==> src/rtl/mem_access_pkg.sv <==
// Shared encodings for the memory access unit: request sizes, FSM states, lane indexing.
// Types and constants only; no timing or flow-control behaviour lives here.
package mem_access_pkg;

  localparam logic [1:0] SZ_BYTE = 2'b00;
  localparam logic [1:0] SZ_HALF = 2'b01;
  localparam logic [1:0] SZ_WORD = 2'b10;
  localparam logic [1:0] SZ_ILL  = 2'b11;

  // Byte lane = addr[1:0]; half lane = addr[HALF_LANE_BIT].
  localparam int LANE_W        = 2;
  localparam int HALF_LANE_BIT = 1;

  typedef enum logic [2:0] {
    S_IDLE,
    S_RD,
    S_CAP,
    S_WR,
    S_RMW_RD,
    S_RMW_MRG,
    S_RMW_WR,
    S_RESP
  } state_t;

  function automatic logic size_err(input logic [1:0] size, input logic [LANE_W-1:0] lane);
    logic err;
    case (size)
      SZ_HALF: err = lane[0];
      SZ_WORD: err = (lane != '0);
      SZ_ILL:  err = 1'b1;
      default: err = 1'b0;
    endcase
    return err;
  endfunction

endpackage

==> src/rtl/mem_lane_align.sv <==
// Little-endian lane steering: load extract/extend and store read-modify-write merge.
// Purely combinational, zero latency; no flow control.
module mem_lane_align
  import mem_access_pkg::*;
(
  input  logic [1:0]        size,
  input  logic              is_unsigned,
  input  logic [LANE_W-1:0] lane,
  input  logic [31:0]       rdata,
  input  logic [31:0]       wdata,
  output logic [31:0]       load_data,
  output logic [31:0]       merge_data
);

  logic [4:0]  shamt;
  logic [31:0] shifted;
  logic [31:0] mask;

  always_comb begin
    if (size == SZ_HALF) shamt = {lane[HALF_LANE_BIT], 4'b0000};
    else                 shamt = {lane, 3'b000};
    shifted   = rdata >> shamt;
    load_data = rdata;
    mask      = '1;
    case (size)
      SZ_BYTE: begin
        load_data = {{24{shifted[7] & ~is_unsigned}}, shifted[7:0]};
        mask      = 32'h0000_00ff << shamt;
      end
      SZ_HALF: begin
        load_data = {{16{shifted[15] & ~is_unsigned}}, shifted[15:0]};
        mask      = 32'h0000_ffff << shamt;
      end
      default: ;
    endcase
    // Word accesses have a full mask, so the merge degenerates to the store data.
    merge_data = (rdata & ~mask) | ((wdata << shamt) & mask);
  end

endmodule

==> src/rtl/mem_access_unit.sv <==
// Byte/half/word load-store sequencer onto a single-port synchronous memory, all outputs registered.
// Latency: error 1, word store 2, load 3, sub-word store 4 cycles; one request in flight, no response backpressure.
module mem_access_unit
  import mem_access_pkg::*;
#(
  parameter int ADDR_W = 32,
  parameter int DATA_W = 32
) (
  input  logic              clk,
  input  logic              rst,
  input  logic              req_valid,
  output logic              req_ready,
  input  logic              req_we,
  input  logic [1:0]        req_size,
  input  logic              req_unsigned,
  input  logic [ADDR_W-1:0] req_addr,
  input  logic [DATA_W-1:0] req_wdata,
  output logic              resp_valid,
  output logic [DATA_W-1:0] resp_rdata,
  output logic              resp_err,
  output logic [ADDR_W-1:0] mem_address,
  output logic [DATA_W-1:0] mem_write_data,
  output logic              mem_wn,
  output logic              mem_rd,
  input  logic [DATA_W-1:0] mem_read_data
);

  state_t            state;
  logic [1:0]        size_q;
  logic              uns_q;
  logic [LANE_W-1:0] lane_q;
  logic [DATA_W-1:0] wdata_q;
  logic [31:0]       load_data;
  logic [31:0]       merge_data;

  mem_lane_align u_align (
    .size        (size_q),
    .is_unsigned (uns_q),
    .lane        (lane_q),
    .rdata       (mem_read_data),
    .wdata       (wdata_q),
    .load_data   (load_data),
    .merge_data  (merge_data)
  );

  always_ff @(posedge clk) begin
    if (rst) begin
      state          <= S_IDLE;
      req_ready      <= 1'b1;
      resp_valid     <= 1'b0;
      resp_rdata     <= '0;
      resp_err       <= 1'b0;
      mem_address    <= '0;
      mem_write_data <= '0;
      mem_wn         <= 1'b0;
      mem_rd         <= 1'b0;
      size_q         <= SZ_BYTE;
      uns_q          <= 1'b0;
      lane_q         <= '0;
      wdata_q        <= '0;
    end else begin
      case (state)
        S_IDLE: begin
          if (req_valid) begin
            req_ready   <= 1'b0;
            size_q      <= req_size;
            uns_q       <= req_unsigned;
            lane_q      <= req_addr[LANE_W-1:0];
            wdata_q     <= req_wdata;
            mem_address <= {2'b00, req_addr[ADDR_W-1:2]};
            if (size_err(req_size, req_addr[LANE_W-1:0])) begin
              state      <= S_RESP;
              resp_valid <= 1'b1;
              resp_err   <= 1'b1;
            end else if (!req_we) begin
              state  <= S_RD;
              mem_rd <= 1'b1;
            end else if (req_size == SZ_WORD) begin
              state          <= S_WR;
              mem_wn         <= 1'b1;
              mem_write_data <= req_wdata;
            end else begin
              state  <= S_RMW_RD;
              mem_rd <= 1'b1;
            end
          end
        end
        S_RD: begin
          mem_rd <= 1'b0;
          state  <= S_CAP;
        end
        S_CAP: begin
          resp_rdata <= load_data;
          resp_valid <= 1'b1;
          state      <= S_RESP;
        end
        S_WR: begin
          mem_wn         <= 1'b0;
          mem_write_data <= '0;
          resp_valid     <= 1'b1;
          state          <= S_RESP;
        end
        S_RMW_RD: begin
          mem_rd <= 1'b0;
          state  <= S_RMW_MRG;
        end
        S_RMW_MRG: begin
          // Read data is valid this cycle; the merged word is written next cycle.
          mem_write_data <= merge_data;
          mem_wn         <= 1'b1;
          state          <= S_RMW_WR;
        end
        S_RMW_WR: begin
          mem_wn         <= 1'b0;
          mem_write_data <= '0;
          resp_valid     <= 1'b1;
          state          <= S_RESP;
        end
        S_RESP: begin
          resp_valid  <= 1'b0;
          resp_err    <= 1'b0;
          resp_rdata  <= '0;
          mem_address <= '0;
          req_ready   <= 1'b1;
          state       <= S_IDLE;
        end
        default: begin
          state          <= S_IDLE;
          req_ready      <= 1'b1;
          resp_valid     <= 1'b0;
          resp_rdata     <= '0;
          resp_err       <= 1'b0;
          mem_address    <= '0;
          mem_write_data <= '0;
          mem_wn         <= 1'b0;
          mem_rd         <= 1'b0;
        end
      endcase
    end
  end

endmodule

==> config.mk <==
export PLATFORM = sky130hd
export DESIGN_NAME = mem_access_unit
export DESIGN_NICKNAME = d
export VERILOG_FILES = /design/src/rtl/mem_access_pkg.sv /design/src/rtl/mem_lane_align.sv /design/src/rtl/mem_access_unit.sv
export SDC_FILE = /design/constraint.sdc
export NUM_CORES = 1
export LEC_CHECK = 0
export CAP_MARGIN = 20
export CELL_PAD_IN_SITES_DETAIL_PLACEMENT = 1
export CELL_PAD_IN_SITES_GLOBAL_PLACEMENT = 1
export CORE_MARGIN = 2
export CORE_UTILIZATION = 35
export DETAILED_ROUTE_END_ITERATION = 10
export PLACE_DENSITY_LB_ADDON = 0.1
export SLEW_MARGIN = 30
export SYNTH_ARGS = -nofsm -noshare
export SYNTH_HDL_FRONTEND = slang
export SYNTH_HIERARCHICAL = 1
export SYNTH_SLANG_ARGS = --single-unit
==> constraint.sdc <==
create_clock -name clk -period 2.4 [get_ports clk]
set_clock_uncertainty 0.1 [all_clocks]
set_input_delay 0.48 -clock clk [delete_from_list [all_inputs] [get_ports clk]]
set_output_delay 0.48 -clock clk [all_outputs]
set_load 0.05 [all_outputs]
==> impl_metrics.ini <==
[floorplanning]
fp.dieW_um = 150
rows = 53
coreArea_sq_mm = 0.0209
initial_core_util_pct = 35.5
io_pins = 204
die-area_sq_mm = 0.0224
die_h_um = 150

[placed_design]
io_buffers = 201
place_hpwl_um = 20800
finalWeightedCongestion = 0.887
dp_cells = 1418

[setup_path]
cp.arrival_ns = 1.66
path_cells = clkdlybuf4s50_1
path_delay_family = buffers and inverters
r2r_slack_ns = 0.18
cp_num_buf_inv = 1
path_max_fanout = 2
critPathKind = reg -> out
critical_path.endpoint_type = primary output
required_ns = 1.82
cpMaxStageDelayCell = clkdlybuf4s50_1
critPathMaxStageDelay_ns = 0.85
cp-start-kind = flip-flop

[global_route]
grt_pass1_vias = 8102
grt_pass1_wl_um = 44600
grt_max_degree = 75
grt_overflow = 0
grt_antenna_before_repair = 1
grt.total_usage_pct = 25.6

[power]
peakVddDrop_mv = 0.474
powerDensity_mw_per_mm2 = 820
total_power_mw = 8.73
leakage_nw = 4.00

[cts]
clkSinkCount = 139
cts_made_buffers = 17
cts-resized-gates = 0
cts.path.max_buffers = 2
clk_latency_ns = 0.42
clockRootBuffer = clkbuf_16
cts_htree_levels = 4
postCtsSetupRepairBufs = 0
cts.clk_slew.worst_paths_ns = 0.06
cts_tree = done
hold_buffers = 0

[timing]
setup_viol = 0
rsz0062_at_grt = false
relSlewSlack_pct = 54.0
fmax_ghz = 0.446
worst_pin_slew_ns = 0.690
drv_slew = 0
finalHoldWorstSlack_ns = 0.355
min_period_ns = 2.24
tns_ns = 0
finalCritPeriodShare_pct = 93.4
hold_viol_final = 0

[synth]
synth_cell_type_count = 54
synth_flop_cell = dfxtp_1
yosysSeqAreaShare_pct = 37.5
synth-edff-count = 0
synthArstFlopShare_pct = 0
ys_ff_latch = 139
yosysWarningCount = 6
syn-cell-area_sq_mm = 0.00741
syn-instance-count = 961
avgSynthCellArea_sq_um = 7.71

[final_layout]
drive_above_1_share_pct = 10.7
diodes = 0
area_growth_pct = 43.6
layout.nets = 1265
utilization_pct = 51.0
instances_no_fill = 1449
layout_common_cells = clkdlybuf4s50_1 (200), dfxtp_1 (136), nand2_1 (132), a21oi_1 (92), nor2_1 (78)
final_common_cell = clkdlybuf4s50_1

[drt]
wl_um = 29100
routed_via_density = 5.55
ant_nets = 0
first_pass_iters = 5
vias = 8047
routedWlPerCell_um = 20.1
wl_met2_um = 14400
drcViolationCount = 0
wl_met3_um = 1820
highest_layer = met4
met1_length_um = 12300
drtIter0Drc = 436

[job]
maxCapViolCount = 0

[outcome]
status = completed

[min_path]
min_path_type = reg -> reg
## metrics by stage
stage	cell area (sq um)	worst slack, ns
2_1_floorplan	7420	0.508
3_3_place_gp	10000	-0.000557
3_5_place_dp	10000	-0.0226
4_1_cts	10600	0.111
5_1_grt	10600	0.0160
6_report	10600	0.159
## synth_stat cells, types with 2 or more instances
master | n | area (sq um)
o21ai_0 | 52 | 260
dfxtp_1 | 139 | 2780
and2_1 | 8 | 50.1
xnor2_1 | 2 | 17.5
buf_4 | 9 | 67.6
o22ai_1 | 40 | 250
a311oi_1 | 2 | 17.5
or2_2 | 2 | 12.5
buf_2 | 31 | 155
a22oi_1 | 68 | 510
nor2b_1 | 7 | 43.8
o41ai_1 | 8 | 70.1
nor3_1 | 21 | 105
o21ai_1 | 7 | 35.0
nand3_1 | 32 | 160
a211oi_1 | 9 | 67.6
nand2b_1 | 11 | 68.8
nand2_1 | 132 | 495
a21oi_1 | 93 | 465
a221oi_1 | 8 | 70.1
mux2i_1 | 48 | 480
nor4b_4 | 2 | 47.6
nor3b_1 | 7 | 52.6
o221ai_1 | 8 | 70.1
a21boi_0 | 8 | 60.1
clkbuf_1 | 50 | 188
a21o_1 | 3 | 22.5
a21oi_2 | 2 | 17.5
a22o_1 | 8 | 70.1
nor2_1 | 78 | 293
buf_1 | 2 | 7.51
inv_1 | 35 | 131
a221o_1 | 8 | 80.1
## power breakdown
part | internal, mW | leakage (nW) | switching, mW
Clock | 1.67 | 0.298 | 1.12
Sequential | 2.56 | 1.14 | 0.206
Combinational | 1.23 | 2.57 | 1.95
## routing by layer
| metal | vias up | track usage, % |
|---|---|---|
| li1 | 3854 | - |
| met1 | 3932 | 30.9 |
| met2 | 223 | 44.0 |
| met3 | 38 | 6.89 |
| met4 | 0 | 8.57 |
| met5 | - | 0 |
## path summary, 6_finish.rpt
path         depth (start not counted)           start                  to
max reg2reg                         10       lane_q[1]  mem_write_data[16]
min                                  1       req_ready           req_ready
max                                  1  resp_rdata[13]      resp_rdata[13]
min reg2reg                          1       req_ready           req_ready
## cell families (layout without fill, tap and decap cells)
kind of cell / after synthesis / count (layout) / share of synthesized area [%]
compound gates: 333 / 333 / 29.0
buf+inv: 129 / 341 / 7.61
other cells: 1 / 2 / 0.0506
flops: 139 / 139 / 37.5
mux: 49 / 49 / 6.67
xor+xnor: 2 / 2 / 0.236
simple gates: 307 / 307 / 18.7
fa+ha+maj: 1 / 1 / 0.152
## cell type report
type / count / area, sq um
Multi-Input combinational cell: 694 / 4080
Tap cell: 275 / 344
Timing Repair Buffer: 274 / 2700
Clock inverter: 13 / 168
Sequential cell: 139 / 2790
Inverter: 36 / 135
Fill cell: 2569 / 10200
Clock buffer: 18 / 439
## state kept, by name, indices dropped and copies added, names as in the netlist, 2 cells and up
signal,count
lane_q,2
mem_address,30
mem_write_data,32
resp_rdata,32
size_q,2
state,3
wdata_q,32
Note: power is estimated with default switching activity, not from simulation.
==> RTL change 1, RTL diff (config.mk and constraints unchanged) <==
`ADDR_W`: 32 -> 24.
--- a/src/rtl/mem_access_unit.sv
+++ b/src/rtl/mem_access_unit.sv
@@ -4,5 +4,5 @@
   import mem_access_pkg::*;
 #(
-  parameter int ADDR_W = 32,
+  parameter int ADDR_W = 24,
   parameter int DATA_W = 32
 ) (
Ports: changed (resized mem_address and req_addr); port bits go from 204 to 188. No check against the original RTL was run, so the function may have changed too.
==> RTL change 1 against the unedited design <==
  * Design area decreased by 3.8%
  * Final cell count decreased by 3.5%
  * Total power fell by 3.4%
  * Combinational power fell by 4%
  * Synthesized area fell by 3.3%
  * Wire length fell by 4.1%
  * Sequential cell count decreased by 8
  * Sequential power shrank 5%
  * Worst setup slack lost 0.036 ns
  * Largest power group unchanged
==> RTL change 1: results (changes against the unedited design) <==
stage;metric;value;unit;change
synthesis;synthAdderAreaFrac;0.157;%;was 0.152%
pwr;swShare;37.8;%;was 37.5%
timing;hold_ws;0.358;ns;was 0.355 ns
pwr;vdd_drop_max;464;uV;was 474 uV
synthesis;synthTopCellsByArea;dfxtp_1 37%, nand2_1 6.9%, mux2i_1 6.7%;;was dfxtp_1 38%, a22oi_1 6.9%, nand2_1 6.7%
timing;relSlewSlack;54.1;%;was 54.0%
final_layout;drive_gt1_share;11.1;%;was 10.7%
synthesis;synth_mux_area_share;6.89;%;was 6.67%
worst_hold_path;whs_path_depth;2;;was 1
synthesis;synthCells;935;;was 961
global_route;antenna_found_initial;0;;was 1
drt;routed_wirelength;27.9;mm;was 29.1 mm
global_route;grt_max_degree;59;;was 75
worst_hold_path;hold_end;mem_address[3];;was req_ready
synthesis;synth_compound_area_share;29.2;%;was 29.0%
drt;vias_per_cell;5.60;;was 5.55
place;dpl.cell_count;1367;;was 1418
global_route;grt_pass1_wl;43.7;mm;was 44.6 mm
status;outcome;finished clean;;unchanged
drt;wl_per_cell;19.9;um;was 20.1 um
global_route;grtUsageTotal;25.4;%;was 25.6%
setup_path;critPathArrivalTime;2.48;ns;was 1.66 ns
global_route;grt_pass1_vias;7754;;was 8102
final_layout;fillers;2401;;was 2569
place;dp_slack;-0.0650;ns;was -0.0226 ns
[RTL change 1: per-layer routing]
layer | global-route usage (%) | part of all wire, % | up-vias
li1 | - | - | 3720
met1 | 35.0 | 46 | 3841
met2 | 41.4 | 48 | 239
met3 | 4.22 | 4.8 | 32
met4 | 6.30 | 1.2 | 0
met5 | 0 | 0 | -
[RTL change 1: power by group through the flow]
| stage | registers [uW] | clock network (uW) | logic [uW] |
|---|---|---|---|
| floorplan | 3190 | 0 | 1360 |
| global placement | 2650 | 0 | 2980 |
| detailed placement | 2660 | 0 | 3010 |
| CTS | 2620 | 2810 | 3030 |
| global route | 2650 | 2920 | 3270 |
| finish | 2620 | 2770 | 3050 |
[RTL change 1: stage by stage]
| stage | util (%) | area (um2) |
|---|---|---|
| after floorplan | - | 7170 |
| after global placement | 47.4 | 9560 |
| after detailed placement | 47.4 | 9560 |
| after CTS | 50.5 | 10200 |
| after global routing | 50.8 | 10200 |
| final | 50.8 | 10200 |
[RTL change 1: critical path: cells and delay by family, from the launching register on]
family,cells,cell delay (ns)
compound gates,3,1.03
buf+inv,1,0.31
flops,1,0.52
simple gates,2,0.20
[RTL change 1: area by class of cell]
| type | instances | area share [%] |
|---|---|---|
| timing repair buffer | 252 | 24.2 |
| clock inverter | 15 | 1.93 |
| tap | 270 | 3.30 |
| clock buffer | 17 | 4.15 |
| multi-input combinational | 678 | 39.5 |
| inverter | 36 | 1.32 |
| sequential | 131 | 25.6 |
[RTL change 1: what timing repair did]
action / CTS / global route
endpoints found under the setup margin: 1 / 33
gates cloned: 0 / 0
resized for setup: 1 / 11
==> RTL change 2, RTL diff (same settings) <==
Without the edit above. The 8 states of `state_t` get a one-hot encoding in 8 bits.
--- a/src/rtl/mem_access_pkg.sv
+++ b/src/rtl/mem_access_pkg.sv
@@ -12,13 +12,13 @@
   localparam int HALF_LANE_BIT = 1;
 
-  typedef enum logic [2:0] {
-    S_IDLE,
-    S_RD,
-    S_CAP,
-    S_WR,
-    S_RMW_RD,
-    S_RMW_MRG,
-    S_RMW_WR,
-    S_RESP
+  typedef enum logic [7:0] {
+    S_IDLE    = 8'b00000001,
+    S_RD      = 8'b00000010,
+    S_CAP     = 8'b00000100,
+    S_WR      = 8'b00001000,
+    S_RMW_RD  = 8'b00010000,
+    S_RMW_MRG = 8'b00100000,
+    S_RMW_WR  = 8'b01000000,
+    S_RESP    = 8'b10000000
   } state_t;
 
Behaviour: same outputs for any inputs over 4 cycles, from zero or initial values and one cycle with rst high; so few cycles prove little.
==> RTL change 2 against the unedited design <==
  * Clock power is 3% lower
  * Final cell count is 6.5% lower
  * Design area is 3.4% lower
  * Non-clock buffer count is 19 lower
  * Wire length is 6.1% lower
  * Worst setup slack better by 0.0030 ns
  * Sequential cell count is 5 higher
  * Total power is 3.2% lower
  * Largest power group unchanged
  * Sequential power is 2% higher
  * Count of clock-buffer cells in the layout is 2 higher
  * Global-route usage is 0.83 points lower
  * Hold slack worse by 0.032 ns
  * Synthesized area is 2.8% lower
==> RTL change 2: results (changes against the unedited design) <==
stage;metric;value;unit;change
setup_path;worstReg2RegStart;size_q[1];;was lane_q[1]
timing;worstMarginPinSlew;0.794;ns;was 0.690 ns
final_layout;fillers;2369;;was 2569
drt;vias_per_cell;5.60;;was 5.55
pwr;vdd_drop_max;541;uV;was 474 uV
drt;drt-met1-wl;12.4;mm;was 12.3 mm
final_layout;fin_nets;1175;;was 1265
drt;wl_met3;1.82;mm;about the same
global_route;grt_pass1_wl;42.5;mm;was 44.6 mm
global_route;grtUsageTotal;24.8;%;was 25.6%
place;dpl.cell_count;1323;;was 1418
pwr;power.leakage;0.00377;uW;was 0.00400 uW
synthesis;synth_commonest_cells;144 x dfxtp_1, 131 x nand2_1, 115 x nor2_1, 102 x a22oi_1, 57 x a21oi_1;;was 139 x dfxtp_1, 132 x nand2_1, 93 x a21oi_1, 78 x nor2_1, 68 x a22oi_1
drt;routed_wirelength;27.3;mm;was 29.1 mm
place;postPlaceCellArea;9690;um2;was 10000 um2
worst_hold_path;whs_path_depth;2;;was 1
status;outcome;finished clean;;unchanged
synthesis;synthCells;882;;was 961
global_route;grt_max_degree;74;;was 75
setup_path;path_delay_family;compound AO/OA/AOI/OAI gates;;was buffers and inverters
setup_path;slowest_stage;o41ai_1;;was clkdlybuf4s50_1
place;routabilityCongestion;0.879;;was 0.887
global_route;grt_pass1_vias;7581;;was 8102
synthesis;synthTopCellsByArea;dfxtp_1 40%, a22oi_1 11%, nand2_1 6.8%;;was dfxtp_1 38%, a22oi_1 6.9%, nand2_1 6.7%
setup_path;r2r_end;mem_write_data[27];;was mem_write_data[16]
setup_path;rrSetupSlack;0.16;ns;was 0.18 ns
drt;wl_met2;12.9;mm;was 14.4 mm
synthesis;synth_cell_types;61;;was 54
worst_hold_path;min-delay-start;rst;;was req_ready
drt;first_iter_violations;484;;was 436
final_layout;fin_cells;1355;;was 1449
pwr;power_density;822;nW/um2;was 820 nW/um2
==> RTL change 2: power by group <==
group | internal, uW | switching, uW
sequential | 2630 | 183
clock | 1590 | 1110
combinational | 1100 | 1830
total | 5320 | 3130
==> RTL change 2: routing by layer <==
layer / up-vias / global-route usage [%]
met5: - / 0
met4: 0 / 5.38
met3: 21 / 5.99
met2: 251 / 41.1
met1: 3732 / 32.9
li1: 3587 / -
==> RTL change 2: how the worst max path moves through the flow <==
stage	start	endpoint	slack [ns]	depth (start not counted)
5_1_grt	size_q[0]	mem_write_data[29]	0.04	8
2_1_floorplan	req_addr[1]	mem_write_data[16]	0.58	7
6_report	size_q[1]	mem_write_data[27]	0.16	7
4_1_cts	lane_q[1]	mem_write_data[0]	0.04	5
3_5_place_dp	req_addr[1]	mem_write_data[20]	-0.09	7
3_3_place_gp	req_addr[1]	mem_write_data[8]	0.01	7
==> RTL change 2: logic make-up after synthesis <==
group / share of synthesized area, %
flops: 40.0
mux: 2.55
compound gates: 30.4
buf+inv: 6.48
simple gates: 20.1
other cells: 0.0520
xor+xnor: 0.365
==> RTL change 2: final cells by class <==
class	count	area share, %
multi-input combinational	650	37.7
sequential	144	28.1
inverter	4	0.146
timing repair buffer	255	25.1
clock inverter	12	1.28
tap	270	3.29
clock buffer	20	4.44
==> RTL change 2: through the flow <==
| step | hold slack, ns | worst slack [ns] |
|---|---|---|
| floorplan | 0.332 | 0.577 |
| global placement | 0.334 | 0.0103 |
| detailed placement | 0.350 | -0.0904 |
| CTS | 0.307 | 0.0380 |
| global route | 0.314 | 0.0391 |
| finish | 0.323 | 0.162 |
==> RTL change 2: what timing repair did <==
action / in CTS / in global routing
endpoints found under the setup margin: 1 / 7
setup buffers: 0 / 0
resized for setup: 1 / 1
hold buffers: 0 / 0
